<file path="src/rtl/pc_seq_pkg.sv">
// Shared op encodings for the program-counter sequencer and its return stack.
// Pure definitions, no logic.
package pc_seq_pkg;

    localparam int OP_W = 3;

    typedef enum logic [OP_W-1:0] {
        OP_NEXT   = 3'd0,
        OP_JUMP   = 3'd1,
        OP_BRANCH = 3'd2,
        OP_CALL   = 3'd3,
        OP_RET    = 3'd4
    } op_e;

endpackage

</file>
<file path="src/rtl/pc_ret_stack.sv">
// LIFO of return addresses; push/pop take effect on the next edge, top is combinational.
// No backpressure: push when full and pop when empty are silently ignored.
module pc_ret_stack #(
    parameter int PC_W        = 8,
    parameter int STACK_DEPTH = 4,
    localparam int CW         = $clog2(STACK_DEPTH + 1)
) (
    input  logic            clk,
    input  logic            rst_n,
    input  logic            push,
    input  logic            pop,
    input  logic [PC_W-1:0] push_data,
    output logic [PC_W-1:0] top,
    output logic [CW-1:0]   count,
    output logic            full,
    output logic            empty
);

    logic [PC_W-1:0] stack_q [STACK_DEPTH];
    logic [PC_W-1:0] stack_d [STACK_DEPTH];
    logic [CW-1:0]   count_q;
    logic [CW-1:0]   count_d;
    logic [CW-1:0]   top_idx;

    assign full    = (count_q == CW'(STACK_DEPTH));
    assign empty   = (count_q == '0);
    assign count   = count_q;
    assign top_idx = count_q - CW'(1);

    always_comb begin
        top = '0;
        for (int i = 0; i < STACK_DEPTH; i++) begin
            if (!empty && top_idx == CW'(i)) begin
                top = stack_q[i];
            end
        end
    end

    always_comb begin
        stack_d = stack_q;
        count_d = count_q;
        if (push && !full) begin
            for (int i = 0; i < STACK_DEPTH; i++) begin
                if (count_q == CW'(i)) begin
                    stack_d[i] = push_data;
                end
            end
            count_d = count_q + CW'(1);
        end else if (pop && !empty) begin
            // Zero the vacated slot so stale addresses never reappear on top.
            for (int i = 0; i < STACK_DEPTH; i++) begin
                if (top_idx == CW'(i)) begin
                    stack_d[i] = '0;
                end
            end
            count_d = top_idx;
        end
    end

    always_ff @(posedge clk or negedge rst_n) begin
        if (!rst_n) begin
            count_q <= '0;
            for (int i = 0; i < STACK_DEPTH; i++) begin
                stack_q[i] <= '0;
            end
        end else begin
            count_q <= count_d;
            for (int i = 0; i < STACK_DEPTH; i++) begin
                stack_q[i] <= stack_d[i];
            end
        end
    end

endmodule

</file>
<file path="src/rtl/pc_seq.sv">
// Program-counter sequencer with relative branches and CALL/RET; one-cycle update latency.
// No backpressure: pc_en is a strobe, every enabled op completes on the next edge.
module pc_seq
    import pc_seq_pkg::*;
#(
    parameter int              PC_W        = 8,
    parameter int              INSTR_BYTES = 2,
    parameter int              STACK_DEPTH = 4,
    parameter logic [PC_W-1:0] RESET_VEC   = '0,
    localparam int             CW          = $clog2(STACK_DEPTH + 1)
) (
    input  logic            clk,
    input  logic            rst,
    input  logic            pc_en,
    input  logic [OP_W-1:0] op,
    input  logic            cond,
    input  logic [PC_W-1:0] target,
    input  logic [PC_W-1:0] offset,
    input  logic            err_clr,
    output logic [PC_W-1:0] pc,
    output logic [PC_W-1:0] ret_top,
    output logic [CW-1:0]   sp_count,
    output logic            stack_full,
    output logic            stack_empty,
    output logic            ovf_err,
    output logic            unf_err
);

    logic [PC_W-1:0] pc_q, pc_d, seq;
    logic            ovf_q, ovf_d, unf_q, unf_d;
    logic            push, pop;

    pc_ret_stack #(
        .PC_W        (PC_W),
        .STACK_DEPTH (STACK_DEPTH)
    ) u_stack (
        .clk       (clk),
        .rst_n     (rst),
        .push      (push),
        .pop       (pop),
        .push_data (seq),
        .top       (ret_top),
        .count     (sp_count),
        .full      (stack_full),
        .empty     (stack_empty)
    );

    always_comb begin
        seq   = pc_q + PC_W'(INSTR_BYTES);
        pc_d  = pc_q;
        push  = 1'b0;
        pop   = 1'b0;
        // Clear first so a same-cycle set event overrides it.
        ovf_d = ovf_q & ~err_clr;
        unf_d = unf_q & ~err_clr;
        if (pc_en) begin
            pc_d = seq;
            case (op)
                OP_JUMP:   pc_d = target;
                OP_BRANCH: if (cond) pc_d = pc_q + offset;
                OP_CALL: begin
                    if (stack_full) begin
                        ovf_d = 1'b1;
                    end else begin
                        push = 1'b1;
                        pc_d = target;
                    end
                end
                OP_RET: begin
                    if (stack_empty) begin
                        unf_d = 1'b1;
                    end else begin
                        pop  = 1'b1;
                        pc_d = ret_top;
                    end
                end
                default: ;
            endcase
        end
    end

    always_ff @(posedge clk or negedge rst) begin
        if (!rst) begin
            pc_q  <= RESET_VEC;
            ovf_q <= 1'b0;
            unf_q <= 1'b0;
        end else begin
            pc_q  <= pc_d;
            ovf_q <= ovf_d;
            unf_q <= unf_d;
        end
    end

    assign pc      = pc_q;
    assign ovf_err = ovf_q;
    assign unf_err = unf_q;

endmodule

</file>
<file path="config.mk">
export PLATFORM = sky130hd
export DESIGN_NAME = pc_seq
export DESIGN_NICKNAME = d
export VERILOG_FILES = /design/src/rtl/pc_seq_pkg.sv /design/src/rtl/pc_ret_stack.sv /design/src/rtl/pc_seq.sv
export SDC_FILE = /design/constraint.sdc
export NUM_CORES = 1
export LEC_CHECK = 0
export CORE_MARGIN = 5
export CORE_UTILIZATION = 54
export DETAILED_ROUTE_END_ITERATION = 12
export GPL_TIMING_DRIVEN = 1
export PLACE_DENSITY_LB_ADDON = 0.1
export SYNTH_ARGS = -nofsm -noshare
export SYNTH_HDL_FRONTEND = slang
export SYNTH_HIERARCHICAL = 1
export SYNTH_SLANG_ARGS = --single-unit
</file>
<file path="constraint.sdc">
create_clock -name clk -period 2.7 [get_ports clk]
set_clock_uncertainty 0.1 [all_clocks]
set_input_delay 0.675 -clock clk [delete_from_list [all_inputs] [get_ports clk]]
set_output_delay 0.675 -clock clk [all_outputs]
set_load 0.03 [all_outputs]
</file>
==> results of run 1 <==
cell usage in the layout (no fill, tap or decap), drive strengths merged, types with 3 or more instances in the layout:
cell	netlist	final
clkdlybuf4s50	0	35
and2	5	5
o22ai	4	4
a211oi	3	3
nor3	3	3
and3	4	4
clkbuf	12	5
o211ai	3	3
nor2b	8	8
a22o	9	9
a21oi	27	27
nor2	18	18
a221oi	3	3
nand2	51	51
nand2b	9	9
dfrtp	45	45
xnor2	5	5
a221o	4	4
xor2	3	3
o21ai	41	41
ha	14	14
buf	10	42
or2	3	3
inv	19	20
nand3	6	6
a32o	8	8
nand4	8	8
power groups by stage:
| stage | Combinational [mW] | Clock [mW] | Sequential [mW] |
|---|---|---|---|
| global route | 2.46 | 0.486 | 1.20 |
| detailed placement | 2.04 | 0 | 1.17 |
| CTS | 2.18 | 0.457 | 1.16 |
| floorplan | 1.27 | 0 | 1.22 |
| finish | 2.27 | 0.452 | 1.16 |
| global placement | 1.99 | 0 | 1.16 |
Yosys cell counts, types with 3 or more instances:
master     n  share of area (%)
xnor2_1    5                1.5
nor2_1    17                2.1
buf_6      3                1.1
xor2_1     3               0.87
o211ai_1   3               0.75
nand4_1    8                1.7
a32o_1     8                2.7
nand2_1   51                6.4
o21ai_2    8                2.3
dfrtp_1   45                 37
a221o_1    4                1.3
nor3_1     3               0.50
a211oi_1   3               0.75
o22ai_1    4               0.83
a22o_1     9                2.6
a221oi_1   3               0.87
a21oi_1   26                4.3
inv_1     19                2.4
ha_1      14                5.8
nand2b_1   9                1.9
buf_2      3               0.50
clkbuf_1  11                1.4
and2_1     4               0.83
nor2b_1    7                1.5
buf_4      3               0.75
o21ai_0   32                5.3
nand3_1    6                1.0
and3_1     4               0.83
repair_timing:
item	4_1_cts	5_1_grt
gates resized for setup	20	7
setup endpoints to repair	8	8
pin swaps	1	4
cloned	0	0
setup buffers	3	3
state kept, by name (all words and copies together), names as in the netlist:
| signal | cells |
|---|---|
| ovf_err | 1 |
| pc | 8 |
| u_stack/count | 3 |
| u_stack/stack_q | 32 |
| unf_err | 1 |
critical path: cells and delay by family, from the launching register on:
| kind | cells | cell delay, ps |
|---|---|---|
| compound gates | 2 | 370 |
| buf+inv | 3 | 360 |
| fa+ha+maj | 1 | 170 |
| simple gates | 1 | 220 |
| flops | 1 | 420 |
per-layer routing:
layer / part of all wire, % / routed length (um)
met1: 44 / 3620
met2: 50 / 4150
met3: 4.7 / 390
met4: 1.1 / 91
met5: 0 / 0
logic make-up after synthesis:
group           after synthesis
xor+xnor                      8
mux                           1
simple gates                124
buf+inv                      41
compound gates              116
flops                        45
fa+ha+maj                    15
area by class of cell:
cell class,instances,area share [%]
timing repair buffer,77,18.2
multi-input combinational,264,45.8
clock inverter,3,0.648
clock buffer,5,1.78
inverter,19,2.07
sequential,45,29.2
tap,72,2.33
path summary, 6_finish.rpt:
kind / from / slack [ps] / cells past startpoint / to
min in group clk: u_stack/stack_q[27] / 410 / 1 / u_stack/stack_q[27]
min: rst / 130 / 1 / u_stack/count[0]
min reg2reg: u_stack/stack_q[27] / 410 / 1 / u_stack/stack_q[27]
max reg2reg: u_stack/count[1] / 360 / 9 / u_stack/stack_q[31]
max in group asynchronous: rst / 1640 / 2 / u_stack/stack_q[8]
max: u_stack/count[1] / 60 / 7 / ret_top[5]
through the flow:
stage	area, um^2	total power, mW
after floorplan	3030	2.48
after detailed placement	3630	3.20
final	3860	3.88
after global placement	3630	3.15
after global routing	3860	4.14
after CTS	3820	3.79
==> results.yml, run 1 <==
run_status:
  status: "completed"
placed_design:
  gp_congestion: 0.875
  dpl_worst_slack_ps: -76.9
  dp.cells: 471
  port_buffers: 46
  dp_hpwl_um: 6140
power_and_ir_drop:
  power.density_mw_per_mm2: 1000
  pwr-share-comb_pct: 58.4
  switching_power_mw: 1.77
  swShare_pct: 45.6
  power_leakage_nw: 1.69
  intPower_mw: 2.11
  power_frac_clock_pct: 11.6
  ir_worst_vdd_mv: 0.580
  seqPwrFrac_pct: 29.9
timing:
  slew_viol_final: 0
  fmax_ghz: 0.379
  rsz0062_at_grt: "false"
  period_share_pct: 97.7
  whs_ps: 130
  finalSetupTns_ps: 0
  setup_ws_ps: 60.8
  min_period_ps: 2640
  tightest_slew_ps: 505
  max-slew-margin-rel_pct: 66.1
  hold_violations: 0
  finalSetupViolCount: 0
clocking:
  clk_pin_slew_ps: 90
  cts_tree: "yes"
  cts_buffers: 5
  hold_buffers: 0
  cts_root_buf: "clkbuf_8"
  clk_latency_ps: 320
  clockBufferDepth: 2
  cts.sinks: 45
  cts-htree-levels: 2
critical_path:
  critical_path_required_ps: 1920
  crit_path_top_delay_cell: "dfrtp_2"
  slowest_delay_ps: 420
  cp_cell_sequence: "inv_4 -> ha_4 -> or2_4 -> a21oi_2 -> buf_6 -> a32o_2 -> buf_6"
  endpoint_kind: "output pin"
  cp_max_fo: 8
  arrival_ps: 1860
  worst_setup_path_start_kind: "flop"
  crit_top_cell: "buf_6"
  worstSetupPathType: "reg -> out"
logic_synthesis:
  yosys_warnings: 6
  synth-edff-count: 0
  ys_seq_area_share_pct: 37.4
  synth-adder-area-share_pct: 6.48
  synth_simple_gate_area_share_pct: 20.5
  synth_mux_area_share_pct: 0.332
  synth_area_mm2: 0.00301
  synth-seq-cells: 45
  syn_nets: 389
  synthCells: 350
  synth_top_family_by_area: "compound AO/OA/AOI/OAI gates"
  synth_cell_type_count: 57
  async_reset_ff_share_pct: 100
  synth_xor_xnor_area_share_pct: 2.33
  syn-mean-instance-area_um2: 8.61
  ys.flop_type: "dfrtp_1"
  synth_compound_area_share_pct: 26.6
drt:
  drc_errors: 0
  first_pass_iters: 4
  drt-initial-drc-count: 253
  vias_per_cell: 5.88
  totalWireLength_um: 8260
  via_count: 2854
  antenna_left: 0
  wire_per_inst_um: 17.0
layout:
  nets: 451
  syn_to_final_growth_pct: 28.2
  final_cells: 485
  diodes: 0
  drive_gt1_share_pct: 20.6
  seqCellArea_mm2: 0.00113
  multiInputGateArea_mm2: 0.00177
  fillers: 464
  fin_util_pct: 70.6
global_route:
  antenna_found_initial: 0
  track_usage_pct: 23.8
  grt_max_degree: 36
  grt_pass1_wl_um: 13900
  use_met3_pct: 4.81
  grt_pass1_vias: 2800
  grt.busiest_layer: "met2"
  use_met1_pct: 30.8
  grt_use_met2_pct: 39.9
  grt-ovfl-total: 0
floorplan:
  ioPinCount: 47
  die_w_um: 84.7
  die-area_mm2: 0.00717
  start_util_pct: 55.1
  core-area_mm2: 0.00547
  die_height_um: 84.7
  num_rows: 27
min_path:
  min_path_type: "in -> async"
job:
  drv_cap: 0
No activity file was read; power rests on OpenSTA's default activity.
==> run 2, diff against run 1 <==
Settings changed: CORE_UTILIZATION 54 to 55, SETUP_SLACK_MARGIN from default to 0.15.
Clock period 2.7 ns to 3.05 ns, I/O delays scaled along.
==> run 2 against run 1 <==
Effect of this change:
- register-to-register slack gained 200 ps
- sequential power shrank 10%
- first-iteration DRC count is 36% lower
- worst setup slack better by 140 ps
- sequential share of layout area increased by 1.5 points
- final cell count shrank 2.7%
- power shrank 18%
- wire length shrank 4.9%
- global-route usage is 0.49 points lower
- die area down 1.6%
- largest power group unchanged
==> results.yml, run 2 (synthesis results as in run 1) <==
run_status:
  status: "completed"
floorplan:
  die_w_um: 84.0
  num_rows: 27
  die-area_mm2: 0.00706
  start_util_pct: 55.7
  core-area_mm2: 0.00541
  die_height_um: 84.0
  ioPinCount: 47
power_and_ir_drop:
  power_leakage_nw: 1.62
  power.density_mw_per_mm2: 866
  ir_worst_vdd_mv: 0.457
timing:
  tightest_slew_ps: 484
  slew_viol_final: 0
  fmax_ghz: 0.350
  period_share_pct: 93.6
  hold_violations: 0
  finalSetupViolCount: 0
  min_period_ps: 2850
  rsz0062_at_grt: "true"
  finalSetupTns_ps: 0
  max-slew-margin-rel_pct: 67.6
global_route:
  antenna_found_initial: 0
  track_usage_pct: 23.3
  grt-ovfl-total: 0
  grt_pass1_vias: 2799
  grt_max_degree: 23
  grt_pass1_wl_um: 13500
clocking:
  cts_tree: "yes"
  cts_root_buf: "clkbuf_8"
  cts_buffers: 5
  clk_pin_slew_ps: 90
  clk_latency_ps: 290
  clockBufferDepth: 2
  cts-htree-levels: 2
  cts.sinks: 45
critical_path:
  rr_worst_depth: 10
  worstSetupPathType: "reg -> out"
  cp_max_fo: 19
  arrival_ps: 1990
  timing.critical_path.buf_inv: 3
  crit_top_cell: "buf_4"
  critical_path_required_ps: 2190
  cp.depth: 7
  critPathTopFamily: "compound AO/OA/AOI/OAI gates"
  slowest_delay_ps: 420
  crit_path_top_delay_cell: "dfrtp_2"
  cp_cell_sequence: "buf_4 -> ha_1 -> buf_4 -> a21oi_1 -> o21ai_0 -> a32o_2 -> buf_4"
  worst_setup_path_start_kind: "flop"
  endpoint_kind: "output pin"
layout:
  layout_commonest_cell: "nand2_1"
  multiInputGateArea_mm2: 0.00174
  final_cells: 472
  nets: 438
  final_cell_mix: "51 x nand2_1, 43 x dfrtp_1, 35 x clkdlybuf4s50_1"
  fillers: 465
  top_register: "u_stack/stack_q"
  seqCellArea_mm2: 0.00113
  syn_to_final_growth_pct: 22.1
  largest_reg_flops: 32
  diodes: 0
  drive_gt1_share_pct: 16.8
drt:
  totalWireLength_um: 7850
  antenna_left: 0
  drt-initial-drc-count: 161
  wire_per_inst_um: 16.6
  first_pass_iters: 5
  vias_per_cell: 5.96
  via_count: 2812
  drc_errors: 0
job:
  drv_cap: 0
placed_design:
  port_buffers: 46
  gp_congestion: 0.879
  dp.cells: 462
  dp_hpwl_um: 6080
min_path:
  min_path_type: "in -> async"
-- run 2: changes by cell type in the layout (fill, tap and decap cells not counted), sizes merged --
cell	delta
dlygate4sd2	+1
clkinvlp	-1
buf	-14
clkinv	+2
inv	-1
-- run 2: where the power goes --
part | switching, mW | total, mW | internal (mW) | leakage (nW)
sequential | 0.222 | 1.04 | 0.823 | 0.555
clock | 0.206 | 0.365 | 0.158 | 0.0439
combinational | 1.04 | 1.78 | 0.737 | 1.02
-- run 2: final timing paths --
kind	startpoint	end	slack [ps]
max	u_stack/count[1]	ret_top[5]	200
min	rst	unf_err	180
max reg2reg	u_stack/count[1]	u_stack/stack_q[22]	560
min reg2reg	u_stack/stack_q[24]	u_stack/stack_q[24]	410
max in group asynchronous	rst	u_stack/stack_q[13]	2150
min in group clk	u_stack/stack_q[24]	u_stack/stack_q[24]	410
-- run 2: metrics by stage --
step	utilization (%)	area, um^2	setup slack [ps]	power (mW)	hold WS [ps]
after floorplan	-	3030	193	2.19	366
after global placement	65.6	3550	172	2.72	382
after detailed placement	65.6	3550	105	2.77	386
after CTS	67.4	3640	159	3.14	186
after global routing	68.1	3680	122	3.42	184
final	68.1	3680	196	3.19	182
-- run 2: layout make-up --
type                    count  area share [%]
multi-input cells         264            47.2
flip-flops and latches     45            30.7
inverters                  19            1.94
clock buffers               5            1.87
clock inverters             3           0.476
well taps                  72            2.45
repair buffers             64            15.4
-- run 2: metal layers --
| layer | track usage [%] | up-vias | part of all wire, % |
|---|---|---|---|
| li1 | - | 1354 | - |
| met1 | 31.5 | 1365 | 45 |
| met2 | 39.0 | 85 | 49 |
| met3 | 3.65 | 8 | 4.7 |
| met4 | 5.41 | 0 | 1.2 |
| met5 | 0 | - | 0 |
-- run 2: repair_timing --
item | CTS | global route
hold buffers | 0 | 0
gates resized for setup | 5 | 8
buffers inserted | 0 | 2
setup endpoints to repair | 9 | 8
